==> src/rtl/obi_data_arbiter.sv <==
// obi_fifo: small generic synchronous FIFO, registered count/flags, wrap-modulo-DEPTH pointers.
// Latency: pushed entry visible at head the next cycle. Backpressure: push ignored when full, pop ignored when empty.
module obi_fifo #(
  parameter int unsigned WIDTH = 1,
  parameter int unsigned DEPTH = 2
) (
  input  logic                           clk_i,
  input  logic                           rst_ni,
  input  logic                           push_vld,
  input  logic [WIDTH-1:0]               push_dat,
  input  logic                           pop_rdy,
  output logic [WIDTH-1:0]               pop_dat,
  output logic                           full,
  output logic                           empty,
  output logic [$clog2(DEPTH+1)-1:0]     count
);
  localparam int unsigned PTR_W = (DEPTH > 1) ? $clog2(DEPTH) : 1;
  localparam int unsigned CNT_W = $clog2(DEPTH + 1);

  logic [WIDTH-1:0] mem [DEPTH];
  logic [PTR_W-1:0] wr_ptr, rd_ptr;
  logic [CNT_W-1:0] cnt;
  logic             push_ok, pop_ok;

  function automatic logic [PTR_W-1:0] wrap_inc(input logic [PTR_W-1:0] p);
    return (p == PTR_W'(DEPTH - 1)) ? '0 : p + PTR_W'(1);
  endfunction

  assign full    = (cnt == CNT_W'(DEPTH));
  assign empty   = (cnt == '0);
  assign count   = cnt;
  assign push_ok = push_vld & ~full;
  assign pop_ok  = pop_rdy & ~empty;
  assign pop_dat = mem[rd_ptr];

  always_ff @(posedge clk_i) begin
    if (push_ok) mem[wr_ptr] <= push_dat;
  end

  always_ff @(posedge clk_i or negedge rst_ni) begin
    if (!rst_ni) begin
      wr_ptr <= '0;
      rd_ptr <= '0;
      cnt    <= '0;
    end else begin
      if (push_ok) wr_ptr <= wrap_inc(wr_ptr);
      if (pop_ok)  rd_ptr <= wrap_inc(rd_ptr);
      if (push_ok && !pop_ok)      cnt <= cnt + CNT_W'(1);
      else if (pop_ok && !push_ok) cnt <= cnt - CNT_W'(1);
    end
  end
endmodule

// obi_data_arbiter: two-master round-robin arbiter onto one OBI data slave, routing in-order responses by owner.
// Latency: zero-cycle request path. Backpressure: holds the selection locked until s_gnt_i; stops requesting when the owner FIFO is full.
module obi_data_arbiter #(
  parameter int unsigned ADDR_WIDTH      = 32,
  parameter int unsigned DATA_WIDTH      = 32,
  parameter int unsigned MAX_OUTSTANDING = 2
) (
  input  logic                                   clk_i,
  input  logic                                   rst_ni,
  input  logic                                   m0_req_i,
  input  logic [ADDR_WIDTH-1:0]                  m0_addr_i,
  input  logic                                   m0_we_i,
  input  logic [DATA_WIDTH/8-1:0]                m0_be_i,
  input  logic [DATA_WIDTH-1:0]                  m0_wdata_i,
  output logic                                   m0_gnt_o,
  output logic                                   m0_rvalid_o,
  output logic [DATA_WIDTH-1:0]                  m0_rdata_o,
  input  logic                                   m1_req_i,
  input  logic [ADDR_WIDTH-1:0]                  m1_addr_i,
  input  logic                                   m1_we_i,
  input  logic [DATA_WIDTH/8-1:0]                m1_be_i,
  input  logic [DATA_WIDTH-1:0]                  m1_wdata_i,
  output logic                                   m1_gnt_o,
  output logic                                   m1_rvalid_o,
  output logic [DATA_WIDTH-1:0]                  m1_rdata_o,
  output logic                                   s_req_o,
  output logic [ADDR_WIDTH-1:0]                  s_addr_o,
  output logic                                   s_we_o,
  output logic [DATA_WIDTH/8-1:0]                s_be_o,
  output logic [DATA_WIDTH-1:0]                  s_wdata_o,
  input  logic                                   s_gnt_i,
  input  logic                                   s_rvalid_i,
  input  logic [DATA_WIDTH-1:0]                  s_rdata_i,
  output logic [$clog2(MAX_OUTSTANDING+1)-1:0]   outstanding_o,
  output logic                                   protocol_err_o
);
  localparam int unsigned BE_WIDTH = DATA_WIDTH / 8;

  typedef struct packed {
    logic [ADDR_WIDTH-1:0] addr;
    logic                  we;
    logic [BE_WIDTH-1:0]   be;
    logic [DATA_WIDTH-1:0] wdata;
  } obi_req_t;

  typedef enum logic {UNLOCKED, LOCKED} lock_state_e;

  lock_state_e state_q, state_d;
  logic        lock_id_q, lock_id_d;
  logic        rr_ptr_q;
  logic        sel, sel_req, hs;
  logic        fifo_full, fifo_empty, head_owner;
  logic        err_q;
  obi_req_t    m0_req_dat, m1_req_dat, s_req_dat;

  assign m0_req_dat = '{addr: m0_addr_i, we: m0_we_i, be: m0_be_i, wdata: m0_wdata_i};
  assign m1_req_dat = '{addr: m1_addr_i, we: m1_we_i, be: m1_be_i, wdata: m1_wdata_i};

  // A stalled request stays pinned to its master: OBI forbids retracting req before gnt.
  always_comb begin
    if (state_q == LOCKED)       sel = lock_id_q;
    else if (m0_req_i != m1_req_i) sel = m1_req_i;
    else                         sel = rr_ptr_q;
  end

  assign s_req_dat = sel ? m1_req_dat : m0_req_dat;
  assign sel_req   = sel ? m1_req_i : m0_req_i;
  // fifo_full is registered, so a same-cycle pop does not reopen the request path.
  assign s_req_o   = sel_req & ~fifo_full & rst_ni;
  assign hs        = s_req_o & s_gnt_i;

  assign s_addr_o  = s_req_dat.addr;
  assign s_we_o    = s_req_dat.we;
  assign s_be_o    = s_req_dat.be;
  assign s_wdata_o = s_req_dat.wdata;

  assign m0_gnt_o  = hs & ~sel;
  assign m1_gnt_o  = hs & sel;

  always_comb begin
    state_d   = state_q;
    lock_id_d = lock_id_q;
    case (state_q)
      UNLOCKED: if (s_req_o && !s_gnt_i) begin
        state_d   = LOCKED;
        lock_id_d = sel;
      end
      LOCKED:   if (hs) state_d = UNLOCKED;
    endcase
  end

  always_ff @(posedge clk_i or negedge rst_ni) begin
    if (!rst_ni) begin
      state_q   <= UNLOCKED;
      lock_id_q <= 1'b0;
      rr_ptr_q  <= 1'b0;
      err_q     <= 1'b0;
    end else begin
      state_q   <= state_d;
      lock_id_q <= lock_id_d;
      if (hs) rr_ptr_q <= ~sel;
      if (s_rvalid_i && fifo_empty) err_q <= 1'b1;
    end
  end

  obi_fifo #(
    .WIDTH (1),
    .DEPTH (MAX_OUTSTANDING)
  ) u_owner_fifo (
    .clk_i    (clk_i),
    .rst_ni   (rst_ni),
    .push_vld (hs),
    .push_dat (sel),
    .pop_rdy  (s_rvalid_i),
    .pop_dat  (head_owner),
    .full     (fifo_full),
    .empty    (fifo_empty),
    .count    (outstanding_o)
  );

  assign m0_rvalid_o    = s_rvalid_i & ~fifo_empty & ~head_owner;
  assign m1_rvalid_o    = s_rvalid_i & ~fifo_empty & head_owner;
  assign m0_rdata_o     = s_rdata_i;
  assign m1_rdata_o     = s_rdata_i;
  assign protocol_err_o = err_q;
endmodule

==> config.mk <==
export PLATFORM = sky130hd
export DESIGN_NAME = obi_data_arbiter
export DESIGN_NICKNAME = d
export VERILOG_FILES = /design/src/rtl/obi_data_arbiter.sv
export SDC_FILE = /design/constraint.sdc
export NUM_CORES = 1
export LEC_CHECK = 0
export ABC_AREA = 1
export CORE_AREA = 2 2 122 124
export DETAILED_ROUTE_END_ITERATION = 7
export DIE_AREA = 0 0 124 126
export DONT_BUFFER_PORTS = 1
export PLACE_DENSITY = 0.32
export REMOVE_ABC_BUFFERS = 1
export SYNTH_ARGS = -nofsm -noshare
export SYNTH_HDL_FRONTEND = slang
export SYNTH_HIERARCHICAL = 1
export SYNTH_SLANG_ARGS = --single-unit
export TNS_END_PERCENT = 1
==> constraint.sdc <==
create_clock -name clk_i -period 3.55 [get_ports clk_i]
set_input_delay 0.355 -clock clk_i [delete_from_list [all_inputs] [get_ports clk_i]]
set_output_delay 0.355 -clock clk_i [all_outputs]
set_load 0.005 [all_outputs]
==> results.toml <==
[power]
leakage_nw = 0.967
power_mw = 1.56
ir_drop_v = 0.000235
powerDensity_mw_per_mm2 = 926

[sta]
clock.fmax_ghz = 0.367
period_share = 0.768
setup_ws_ns = 0.825
fin_crit_ns = 2.73
hold_violations = 0
slew_headroom = 0.672
slew_violations = 0
worst_slew_pin_slew_ns = 0.491
final.setup.tns_ns = 0
hold-worst-slack_ns = 0.240
finalClockSkew_ns = 0.00313
rsz0062_at_grt = "no"
setup_viol = 0

[setup_path]
criticalPathCategory = "flop to output port"
cp-start-kind = "flop"
worst_path_largest_cell_delay_ns = 0.49
setup.worst_path.end_class = "output port"
crit_path_cell_trace = "nand2_1, nand2_4, inv_2, buf_4, nand2_1, nand2_1"
ff2ff_path_depth = 12
required_ns = 3.19
crit_end = "s_wdata_o[6]"
critPathMaxFanout = 44
r2r_slack_ns = 1.35
crit_path_top_delay_cell = "inv_2"
cp_data_arrival_time_ns = 2.37
reg2reg_to = "u_owner_fifo/count[1]$_DFFE_PN0P_"
critPathMostFrequentCell = "nand2_1"

[flow_run]
max_cap_violations = 0

[drt]
route.detailed.wl_per_inst_um = 21.7
drt-total-wl_mm = 10.3
routed_via_density = 4.14
top_layer_used = "met5"
ant_nets = 0
drt-initial-drc-count = 88
vias = 1963
drc = 0
wl_met2_mm = 4.08
drt-met1-wl_mm = 3.84
drt_first_pass_iters = 4
wl_met3_mm = 2.26

[yosys]
ys_seq_elements = 10
yosysSeqAreaShare = 0.135
synth_area_sq_mm = 0.00192
synth_warnings = 6
synthTopCellsByArea = "nand2_1 (45%), buf_4 (28%), dfrtp_1 (10%), edfxtp_1 (3.1%), inv_1 (2.5%)"
avgSynthCellArea_sq_um = 5.33
ys_types = 23
yosysTopAreaCell = "nand2_1"
yosysTopAreaCellShare = 0.445
syn_inst = 361

[cells_and_area]
n_fill_cell = 1715
nets = 468
drive_gt1_frac = 0.0517
area_delta_synth_final_pct = -12.2
n_antenna_cell = 0

[die]
die_w_um = 124
num_rows = 44
die_area_sq_mm = 0.0156
io_pins = 317
core-area_sq_mm = 0.0143
initial_core_util = 0.134
die_h_um = 126

[hold_path]
min-delay-start = "s_rvalid_i"
hp-class = "input port to flop"

[placement]
portBuffers = 0
place.detailed.hpwl_mm = 8.89
gp_congestion = 0.737
pre_cts_slack_ns = 1.04

[global_route]
overflow = 0
grtUsageTotal = 0.121
grt_first_pass_wirelength_mm = 13.2
grt_pass1_vias = 1852
antenna_found_initial = 0
grt_max_degree = 45

[cts]
cts_buffers = 3
cts_tree = "done"
path_clk_slew_ns = 0.04
post_cts_resized = 0
htreeDepth = 1
cts_sinks = 10
post-cts-setup-buffers = 0
clkLatencyLatePin_ns = 0.23
ctsHoldBuffers = 1
cts_root_buf = "clkbuf_16"
cts_buffer_depth = 2

[status]
outcome = "finished, final reports clean"
[cell type report]
type                       instances  area, sq um  area share
multi-input combinational        257         1030       0.613
timing repair buffer               3         25.0      0.0148
tap                              184          230       0.136
inverter                          16         60.1      0.0356
clock buffer                       3         75.1      0.0444
sequential                        10          260       0.154
clock inverter                     1         3.75     0.00222
[report_power, final]
group | total (mW) | internal [mW] | switching, mW | leakage, nW
clock network | 0.200 | 0.148 | 0.0526 | 0.0385
registers | 0.214 | 0.166 | 0.0479 | 0.111
logic | 1.15 | 0.262 | 0.888 | 0.817
total | 1.56 | 0.576 | 0.988 | 0.967
[worst min path at each step]
stage	to	cells after the start
after global placement	protocol_err_o$_DFFE_PN0P_	0
after global routing	protocol_err_o$_DFFE_PN0P_	1
final	protocol_err_o$_DFFE_PN0P_	1
after floorplan	asynchronous set/reset pin	0
after detailed placement	protocol_err_o$_DFFE_PN0P_	0
after CTS	protocol_err_o$_DFFE_PN0P_	1
[synthesized netlist by cell type]
cell      number
a21o_1         1
a21oi_1        1
a21oi_2        1
buf_2          7
buf_4         71
dfrtp_1        8
edfxtp_1       2
ha_1           1
inv_1         13
inv_2          3
nand2_1      228
nand2_2        1
nand2_4        1
nand3_1        3
nand3_2        1
nand3b_1       1
nand4_1        3
nor2_1         7
nor2_2         3
nor3_1         1
nor3b_1        1
o21ai_0        2
xnor2_1        1
[through the flow]
| step | cell area (sq um) | utilization | instances |
|---|---|---|---|
| after floorplan | 1360 | - | 283 |
| after global placement | 1600 | 0.112 | 469 |
| after detailed placement | 1600 | 0.112 | 469 |
| after CTS | 1690 | 0.118 | 474 |
| after global routing | 1690 | 0.118 | 474 |
| final | 1690 | 0.118 | 474 |
[logic make-up after synthesis]
logic type | Yosys count | synth area share
compound gates | 5 | 0.0163
xor+xnor | 1 | 0.00456
fa+ha+maj | 1 | 0.00651
buf+inv | 94 | 0.327
flops | 10 | 0.135
simple gates | 250 | 0.511
[critical path, delay by kind of cell, from the launching register on]
| family | cells | cell delay, ns |
|---|---|---|
| AND/OR/NAND/NOR | 4 | 0.74 |
| flip-flops | 1 | 0.42 |
| buffers and inverters | 2 | 0.95 |
[state kept, by name, summed over array words and instances, names as in the netlist, named ones only]
signal	flops
rr_ptr_q	1
protocol_err_o	1
u_owner_fifo/mem	2
u_owner_fifo/count	2
u_owner_fifo/rd_ptr	1
u_owner_fifo/wr_ptr	1
lock_id_q	1
[cell usage in the layout (no fill, tap or decap)]
cell type	netlist	routed
edfxtp_1	2	2
nand3b_1	1	1
xnor2_1	1	1
nor3b_1	1	1
nand2_2	1	1
dfrtp_1	8	8
buf_4	71	2
clkbuf_16	0	3
nand3_1	3	3
a21oi_2	1	1
inv_1	13	13
a21o_1	1	1
a21oi_1	1	1
dlygate4sd3_1	0	1
ha_1	1	1
nand3_2	1	1
clkinv_1	0	1
inv_2	3	3
o21ai_0	2	2
nand4_1	3	3
nor2_1	7	7
nor3_1	1	1
nand2_1	228	228
nand2_4	1	1
nor2_2	3	3
[layer usage]
metal	vias to the layer above	global-route usage
met5	-	0.0362
met4	2	0.00859
met3	12	0.127
met2	236	0.159
met1	843	0.139
li1	870	-
No activity file was read; power rests on OpenSTA's default activity.
